**src/rtl/fp24_result_reader_pkg.sv**
```systemverilog
// Shared constants for the Fp24 result readout path: default widths, the
// RAM location of the F result and the readout controller state encoding.
package fp24_result_reader_pkg;

  localparam int WORD_SIZE_DEF     = 16;
  localparam int RAM_ADDR_SIZE_DEF = 8;
  localparam int NUM_WORDS_DEF     = 24;

  // Address of the first word of the F result in core RAM.
  localparam int RAM_F = 'h40;

  localparam logic [2:0] S_IDLE      = 3'd0;
  localparam logic [2:0] S_WAIT_CORE = 3'd1;
  localparam logic [2:0] S_ADDR      = 3'd2;
  localparam logic [2:0] S_CAPT      = 3'd3;
  localparam logic [2:0] S_EMIT0     = 3'd4;
  localparam logic [2:0] S_EMIT1     = 3'd5;

endpackage

```
**src/rtl/fp24_result_reader.sv**
```systemverilog
// Reads one NUM_WORDS-word Fp24 result out of the core RAM two words at a time
// and streams it word by word over a valid/ready interface.
module fp24_result_reader
  import fp24_result_reader_pkg::*;
#(
  parameter int WORD_SIZE     = WORD_SIZE_DEF,
  parameter int RAM_ADDR_SIZE = RAM_ADDR_SIZE_DEF,
  parameter int NUM_WORDS     = NUM_WORDS_DEF
) (
  input  logic                     clk,
  input  logic                     rst_n,
  input  logic                     start,
  input  logic [RAM_ADDR_SIZE-1:0] base_addr,
  input  logic                     core_busy,
  output logic                     ref_mode,
  output logic [RAM_ADDR_SIZE-1:0] raddr1,
  output logic [RAM_ADDR_SIZE-1:0] raddr2,
  input  logic [WORD_SIZE-1:0]     rdata1,
  input  logic [WORD_SIZE-1:0]     rdata2,
  output logic                     m_valid,
  input  logic                     m_ready,
  output logic [WORD_SIZE-1:0]     m_data,
  output logic                     m_last,
  output logic                     busy,
  output logic                     done
);

  localparam int NUM_PAIRS = NUM_WORDS / 2;
  localparam int K_W       = $clog2(NUM_PAIRS + 1);
  localparam logic [K_W-1:0]           LAST_K   = K_W'(NUM_PAIRS - 1);
  localparam logic [K_W-1:0]           K_ONE    = K_W'(1);
  localparam logic [RAM_ADDR_SIZE-1:0] ADDR_ONE = RAM_ADDR_SIZE'(1);
  localparam logic [RAM_ADDR_SIZE-1:0] ADDR_TWO = RAM_ADDR_SIZE'(2);

  logic [2:0]               state_q;
  logic [2:0]               state_d;
  logic [RAM_ADDR_SIZE-1:0] base_q;
  logic [K_W-1:0]           k_q;
  logic [WORD_SIZE-1:0]     pair_lo_q;
  logic [WORD_SIZE-1:0]     pair_hi_q;
  logic                     done_q;
  logic                     last_pair;

  assign last_pair = (k_q == LAST_K);

  always_comb begin
    // NOTE: defaulting state_d first means every path assigns it, so no latch is inferred.
    state_d = state_q;
    case (state_q)
      S_IDLE:      if (start)      state_d = S_WAIT_CORE;
      S_WAIT_CORE: if (!core_busy) state_d = S_ADDR;
      S_ADDR:                      state_d = S_CAPT;
      S_CAPT:                      state_d = S_EMIT0;
      S_EMIT0:     if (m_ready)    state_d = S_EMIT1;
      S_EMIT1:     if (m_ready)    state_d = last_pair ? S_IDLE : S_ADDR;
      default:                     state_d = S_IDLE;
    endcase
  end

  // NOTE: sequential state uses non-blocking assignments so every register samples pre-edge values.
  always_ff @(posedge clk or negedge rst_n) begin
    if (!rst_n) begin
      state_q <= S_IDLE;
    end else begin
      state_q <= state_d;
    end
  end

  // NOTE: the pair buffer is reset along with the control state so no stale
  // result word can appear on m_data after a reset.
  always_ff @(posedge clk or negedge rst_n) begin
    if (!rst_n) begin
      base_q    <= '0;
      k_q       <= '0;
      raddr1    <= '0;
      raddr2    <= '0;
      pair_lo_q <= '0;
      pair_hi_q <= '0;
      done_q    <= 1'b0;
    end else begin
      done_q <= 1'b0;
      case (state_q)
        S_IDLE: begin
          if (start) begin
            base_q <= base_addr;
            k_q    <= '0;
          end
        end
        S_WAIT_CORE: begin
          if (!core_busy) begin
            raddr1 <= base_q;
            raddr2 <= base_q + ADDR_ONE;
          end
        end
        S_CAPT: begin
          // Core read latency is one cycle: data for the ADDR-cycle address is present now.
          pair_lo_q <= rdata1;
          pair_hi_q <= rdata2;
        end
        S_EMIT1: begin
          if (m_ready) begin
            if (last_pair) begin
              done_q <= 1'b1;
            end else begin
              k_q    <= k_q + K_ONE;
              raddr1 <= raddr1 + ADDR_TWO;
              raddr2 <= raddr2 + ADDR_TWO;
            end
          end
        end
        default: ;
      endcase
    end
  end

  assign m_valid  = (state_q == S_EMIT0) || (state_q == S_EMIT1);
  assign m_last   = (state_q == S_EMIT1) && last_pair;
  assign m_data   = (state_q == S_EMIT0) ? pair_lo_q :
                    (state_q == S_EMIT1) ? pair_hi_q : '0;
  // Core stays in result-input mode through every stall until the final handshake.
  assign ref_mode = (state_q == S_ADDR) || (state_q == S_CAPT) || m_valid;
  assign busy     = (state_q != S_IDLE);
  assign done     = done_q;

endmodule
```
**config.mk**
```make
export PLATFORM = sky130hd
export DESIGN_NAME = fp24_result_reader
export DESIGN_NICKNAME = d
export VERILOG_FILES = /design/src/rtl/fp24_result_reader_pkg.sv /design/src/rtl/fp24_result_reader.sv
export SDC_FILE = /design/constraint.sdc
export NUM_CORES = 1
export LEC_CHECK = 0
export BUFFER_PORTS_ARGS = -buffer_cell sky130_fd_sc_hd__buf_2
export CAP_MARGIN = 20
export CORE_MARGIN = 5
export CORE_UTILIZATION = 48
export CTS_CLUSTER_DIAMETER = 80
export DETAILED_ROUTE_END_ITERATION = 8
export GPL_ROUTABILITY_DRIVEN = 0
export PLACE_DENSITY = 0.83
export SYNTH_ARGS = -nofsm -noshare
export SYNTH_HDL_FRONTEND = slang
export SYNTH_SLANG_ARGS = --single-unit
```
**constraint.sdc**
```tcl
create_clock -name clk -period 1.45 [get_ports clk]
set_input_delay 0.0725 -clock clk [delete_from_list [all_inputs] [get_ports clk]]
set_output_delay 0.0725 -clock clk [all_outputs]
set_load 0.05 [all_outputs]
```
==> results.py, run 1 <==
metrics = {
    "worst_setup_path": {
        "critPathCaptureType": "output pin",
        "cp-start-kind": "flip-flop",
        "critPathRequiredTime_ns": 1.38,
        "crit_fanout": 30,
        "critical_path_class": "flip-flop to output pin",
        "cp_data_arrival_time_ns": 1.65,
    },
    "sta": {
        "fin_crit_ns": 1.72,
        "setup_ws_ns": -0.274,
        "maxSlewViolCount": 0,
        "tns_ns": -11.85,
        "hold_violations": 0,
        "rsz0062_at_grt": "true",
        "worst_slew_pin_slew_ns": 0.473,
        "clock_skew_ns": 0.0123,
        "min_period_over_period_pct": 119,
        "fmax_ghz": 0.580,
        "setup_viol": 80,
        "relSlewSlack_pct": 68.2,
        "hold_ws_ns": 0.125,
    },
    "logic_synthesis": {
        "synth_flop_cell": "dfrtp_1",
        "synth_edf_count": 0,
        "syn_area_per_cell_sq_um": 10.8,
        "syn-num-nets": 349,
        "ys_ff_latch": 64,
        "syn-cell-area_sq_mm": 0.00321,
        "synthCells": 298,
        "synth_cell_types": 47,
        "yosysSeqAreaShare_pct": 49.8,
        "ys_async_sr_fraction_pct": 100,
        "synth_warnings": 0,
    },
    "clock_network": {
        "clock-sinks": 64,
        "clkLatencyLatePin_ns": 0.35,
        "root_buffer": "clkbuf_8",
        "tritoncts": "yes",
        "clk_path_buf_depth": 2,
        "clkSlewWorstSetupHoldPaths_ns": 0.07,
        "numCtsBuffers": 9,
        "htreeDepth": 3,
    },
    "floorplan": {
        "fp.dieH_microns": 91.8,
        "die_w_microns": 91.8,
        "num_rows": 29,
        "dieArea_sq_mm": 0.00843,
        "io_pins": 82,
        "core_area_sq_mm": 0.00642,
        "start_util_pct": 50.0,
    },
    "pwr": {
        "ir_drop_v": 0.00141,
        "power_leakage_nw": 2.59,
        "power_density_mw_per_mm2": 2310,
        "finalPower_w": 0.0129,
    },
    "grt": {
        "antenna_found_initial": 0,
        "grt_use_total_pct": 27.4,
        "grt_overflow": 0,
        "grt_max_degree": 65,
        "grt_pass1_wl_microns": 18000,
        "grt_pass1_vias": 3504,
    },
    "placement": {
        "dp_hpwl_microns": 6180,
        "pre_cts_ws_ns": -0.189,
        "io_buffers": 81,
    },
    "finish": {
        "area_delta_synth_final_pct": 74.4,
        "layout_commonest_cell": "buf_2",
        "final_nets": 527,
        "final_cell_mix": "buf_2, dfrtp_1, dlygate4sd3_1",
        "fill_cells": 275,
        "drive_gt1_share_pct": 58.6,
        "antennaDiodeCount": 0,
    },
    "drt": {
        "drtIter0Drc": 174,
        "drt_first_pass_iters": 6,
        "wirelength_microns": 12800,
        "vias": 3390,
        "drc_errors": 0,
        "vias_per_cell": 6.08,
        "wl_per_cell_microns": 22.9,
        "postRouteAntennaNets": 0,
    },
    "job": {
        "drv_cap": 0,
    },
    "outcome": {
        "failed_checks": "negative setup slack",
        "status": "finished, violations left",
    },
    "worst_hold_path": {
        "hold_class": "input port to flip-flop",
    },
}
[kinds of logic after synthesis]
kind of cell	count (synthesis)	share of synthesized area, %
simple gates	99	15.2
compound gates	64	14.7
flops	64	49.8
mux	38	13.2
buf+inv	22	3.39
fa+ha+maj	6	2.34
xor+xnor	5	1.36
[worst max-delay path: stages, from the launching register on]
cell and delay [ns]:
dfrtp_2 0.44, and3b_2 0.25, buf_12 0.18, a22o_2 0.28, buf_6 0.15
[where the power goes]
part / switching (W) / internal (W) / total, W
clock network: 0.000769 / 0.00114 / 0.00191
registers: 0.000914 / 0.00265 / 0.00357
logic: 0.00404 / 0.00342 / 0.00747
total: 0.00572 / 0.00722 / 0.0129
[final timing paths]
path	endpoint	cells past startpoint	slack, ns	start
max	m_data[15]	4	-0.27	state_q[0]$_DFFE_PN0P_
min	done$_DFF_PN0_	3	0.13	m_ready
max reg2reg	raddr2[1]$_DFFE_PN0P_	7	-0.25	state_q[2]$_DFFE_PN0P_
min reg2reg	raddr1[0]$_DFFE_PN0P_	1	0.52	raddr1[0]$_DFFE_PN0P_
max in group asynchronous	state_q[0]$_DFFE_PN0P_	3	0.86	rst_n
min in group asynchronous	raddr1[0]$_DFFE_PN0P_	3	0.25	rst_n
[cell type report]
cell class / count / area, sq um / share of cell area, %
tap: 77 / 96.3 / 1.72
multi-input combinational: 213 / 1980 / 35.4
sequential: 64 / 1610 / 28.8
clock buffer: 9 / 124 / 2.21
inverter: 4 / 20.0 / 0.357
timing repair buffer: 184 / 1650 / 29.4
clock inverter: 7 / 120 / 2.14
[what timing repair did]
| item | CTS | global route |
|---|---|---|
| endpoints found under the setup margin | 46 | 83 |
| buffers inserted | 13 | 10 |
| hold buffers | 40 | 1 |
| pin swaps | 9 | 41 |
| gates resized for setup | 92 | 65 |
| endpoints found under the hold margin | 103 | 1 |
| gates cloned | 2 | 4 |
[synth_stat cells, types with 2 or more instances]
| library cell | count | share of area [%] |
|---|---|---|
| a211o_1 | 2 | 0.55 |
| a21oi_1 | 6 | 0.93 |
| a22o_1 | 16 | 4.4 |
| a2bb2oi_1 | 8 | 2.2 |
| a31oi_1 | 3 | 0.58 |
| and3_1 | 5 | 0.97 |
| buf_2 | 12 | 1.9 |
| clkbuf_1 | 4 | 0.47 |
| dfrtp_1 | 64 | 50 |
| ha_1 | 6 | 2.3 |
| inv_1 | 3 | 0.35 |
| mux2_2 | 34 | 12 |
| mux2i_1 | 4 | 1.2 |
| nand2_1 | 36 | 4.2 |
| nand2b_1 | 4 | 0.78 |
| nand3_1 | 10 | 1.6 |
| nand3b_1 | 2 | 0.47 |
| nand4_1 | 2 | 0.39 |
| nor2_1 | 14 | 1.6 |
| nor2b_1 | 2 | 0.39 |
| nor3_1 | 11 | 1.7 |
| nor4_1 | 2 | 0.39 |
| o21ai_0 | 14 | 2.2 |
| o22ai_1 | 3 | 0.58 |
| o31ai_1 | 4 | 0.93 |
| or3_1 | 3 | 0.58 |
| xnor2_1 | 4 | 1.1 |
[sequential cells by signal, summed over array words and instances (netlist names)]
signal     cells
base_q         8
raddr1         8
done           1
k_q            4
raddr2         8
state_q        3
pair_hi_q     16
pair_lo_q     16
[routing by layer]
| layer | global-route usage (%) | vias up | part of all wire (%) |
|---|---|---|---|
| li1 | - | 1448 | - |
| met1 | 29.5 | 1681 | 34 |
| met2 | 50.8 | 197 | 53 |
| met3 | 7.28 | 64 | 6.8 |
| met4 | 10.6 | 0 | 5.6 |
| met5 | 0 | - | 0 |
[through the flow]
stage	area (sq um)	instances	util [%]
2_1_floorplan	3360	298	-
3_3_place_gp	4090	472	63.7
3_5_place_dp	4090	472	63.7
4_1_cts	5180	543	80.7
5_1_grt	5600	558	87.3
6_report	5600	558	87.3
Power figures use the tool's default switching activity.
==> inputs of run 2 (changes only) <==
--- a/config.mk
+++ b/config.mk
@@ -8,11 +8,11 @@
 export BUFFER_PORTS_ARGS = -buffer_cell sky130_fd_sc_hd__buf_2
 export CAP_MARGIN = 20
 export CORE_MARGIN = 5
-export CORE_UTILIZATION = 48
+export CORE_UTILIZATION = 41
 export CTS_CLUSTER_DIAMETER = 80
 export DETAILED_ROUTE_END_ITERATION = 8
 export GPL_ROUTABILITY_DRIVEN = 0
-export PLACE_DENSITY = 0.83
+export PLACE_DENSITY = 0.74
 export SYNTH_ARGS = -nofsm -noshare
 export SYNTH_HDL_FRONTEND = slang
 export SYNTH_SLANG_ARGS = --single-unit
==> results.py, run 2 (synthesized netlist as in run 1, its figures left out) <==
metrics = {
    "worst_hold_path": {
        "min_to": "done$_DFF_PN0_",
        "hp-start": "m_ready",
        "holdPathStages": 3,
        "hold_class": "input port to flip-flop",
    },
    "sta": {
        "hold_ws_ns": 0.0771,
        "worst_slew_pin_slew_ns": 0.342,
        "setup_viol": 80,
        "min_period_over_period_pct": 117,
        "rsz0062_at_grt": "true",
        "tns_ns": -10.15,
        "hold_violations": 0,
        "fmax_ghz": 0.588,
        "fin_crit_ns": 1.70,
        "clock_skew_ns": 0.00679,
        "relSlewSlack_pct": 77.2,
        "maxSlewViolCount": 0,
        "setup_ws_ns": -0.251,
    },
    "drt": {
        "wirelength_microns": 11100,
        "drc_errors": 0,
        "drtIter0Drc": 118,
        "drt_first_pass_iters": 4,
        "vias": 3181,
        "vias_per_cell": 5.44,
        "postRouteAntennaNets": 0,
        "wl_per_cell_microns": 18.9,
    },
    "worst_setup_path": {
        "critPathRequiredTime_ns": 1.38,
        "cp_data_arrival_time_ns": 1.63,
        "crit_fanout": 16,
        "critPathCaptureType": "output pin",
        "cp-start-kind": "flip-flop",
        "rr_endpoint": "raddr2[4]$_DFFE_PN0P_",
        "r2r-start": "state_q[1]$_DFFE_PN0P_",
        "r2r_cells": 8,
        "critical_path_class": "flip-flop to output pin",
        "rrSetupSlack_ns": -0.19,
    },
    "grt": {
        "grt_pass1_vias": 3439,
        "grt_max_degree": 56,
        "grt_overflow": 0,
        "grt_use_total_pct": 21.5,
        "grt_pass1_wl_microns": 16700,
        "antenna_found_initial": 0,
    },
    "clock_network": {
        "clkLatencyLatePin_ns": 0.34,
        "htreeDepth": 3,
        "clock-sinks": 64,
        "numCtsBuffers": 9,
        "root_buffer": "clkbuf_8",
        "clkSlewWorstSetupHoldPaths_ns": 0.07,
        "clk_path_buf_depth": 2,
        "tritoncts": "yes",
    },
    "placement": {
        "place_inst": 500,
        "io_buffers": 81,
        "dp_hpwl_microns": 5850,
    },
    "finish": {
        "antennaDiodeCount": 0,
        "final_nets": 529,
        "largestRegisters": "pair_hi_q: 16 flops, pair_lo_q: 16 flops",
        "fill_cells": 507,
        "final_core_util_pct": 75.0,
        "drive_gt1_share_pct": 57.6,
        "layout_commonest_cell": "buf_2",
        "area_delta_synth_final_pct": 79.4,
        "final_cell_mix": "buf_2, dfrtp_1, dlygate4sd3_1",
        "fin_cells": 585,
    },
    "pwr": {
        "power_density_mw_per_mm2": 2220,
        "power_leakage_nw": 2.75,
        "ir_drop_v": 0.00132,
    },
    "floorplan": {
        "die_w_microns": 98.5,
        "fp.dieH_microns": 98.5,
        "dieArea_sq_mm": 0.00971,
        "start_util_pct": 41.8,
        "core_area_sq_mm": 0.00769,
        "io_pins": 82,
        "num_rows": 32,
    },
    "job": {
        "drv_cap": 0,
    },
    "outcome": {
        "failed_checks": "negative setup slack",
        "status": "finished, violations left",
    },
}
run 2: routing by layer:
layer | part of all wire [%] | global-route usage, % | wire length [microns]
met1 | 37 | 23.0 | 4120
met2 | 53 | 38.2 | 5890
met3 | 6.7 | 7.71 | 742
met4 | 3.0 | 9.14 | 330
met5 | 0 | 0 | 0
run 2: worst max path at each step:
stage	from	end	slack [ns]	depth (start not counted)
finish	state_q[0]$_DFFE_PN0P_	m_data[2]	-0.25	4
CTS	state_q[0]$_DFFE_PN0P_	m_data[1]	-0.25	4
detailed placement	state_q[1]$_DFFE_PN0P_	raddr1[4]$_DFFE_PN0P_	-0.09	5
global route	state_q[0]$_DFFE_PN0P_	m_data[3]	-0.29	4
floorplan	k_q[0]$_DFFE_PN0P_	raddr1[1]$_DFFE_PN0P_	-0.06	6
global placement	state_q[1]$_DFFE_PN0P_	raddr1[4]$_DFFE_PN0P_	-0.07	5
run 2: repair_timing:
action                     4_1_cts  5_1_grt
cloned                           4        3
hold buffers                    41        0
pin swaps                       23       27
setup buffers                   14       10
setup endpoints to repair       45       82
gates resized for setup        103       97
hold endpoints to repair       104        0
run 2: layout make-up:
cell class              instances  area [sq um]  area share [%]
repair buffers                186          1720            29.8
flip-flops and latches         64          1610            28.0
clock buffers                  13           159            2.76
clock inverters                 3          40.0           0.695
multi-input cells             213          2080            36.2
inverters                       4          22.5           0.391
well taps                     102           128            2.21
run 2: per-stage QoR:
stage	setup slack [ns]	total power (W)	cell area (sq um)
3_5_place_dp	-0.0887	0.00853	4130
2_1_floorplan	-0.0608	0.00697	3360
4_1_cts	-0.246	0.0115	5330
5_1_grt	-0.293	0.0134	5760
6_report	-0.251	0.0128	5760
3_3_place_gp	-0.0705	0.00837	4130
run 2: worst max-delay path, stage by stage (launching register included):
cell and delay, ns:
dfrtp_2 0.45, and3b_2 0.26, buf_12 0.16, a22o_2 0.27, buf_6 0.15
run 2: report_power, final:
group	internal [W]	switching (W)	total, W
logic	0.00386	0.00379	0.00764
clock network	0.000884	0.000671	0.00155
registers	0.00266	0.000913	0.00357
total	0.00740	0.00537	0.0128
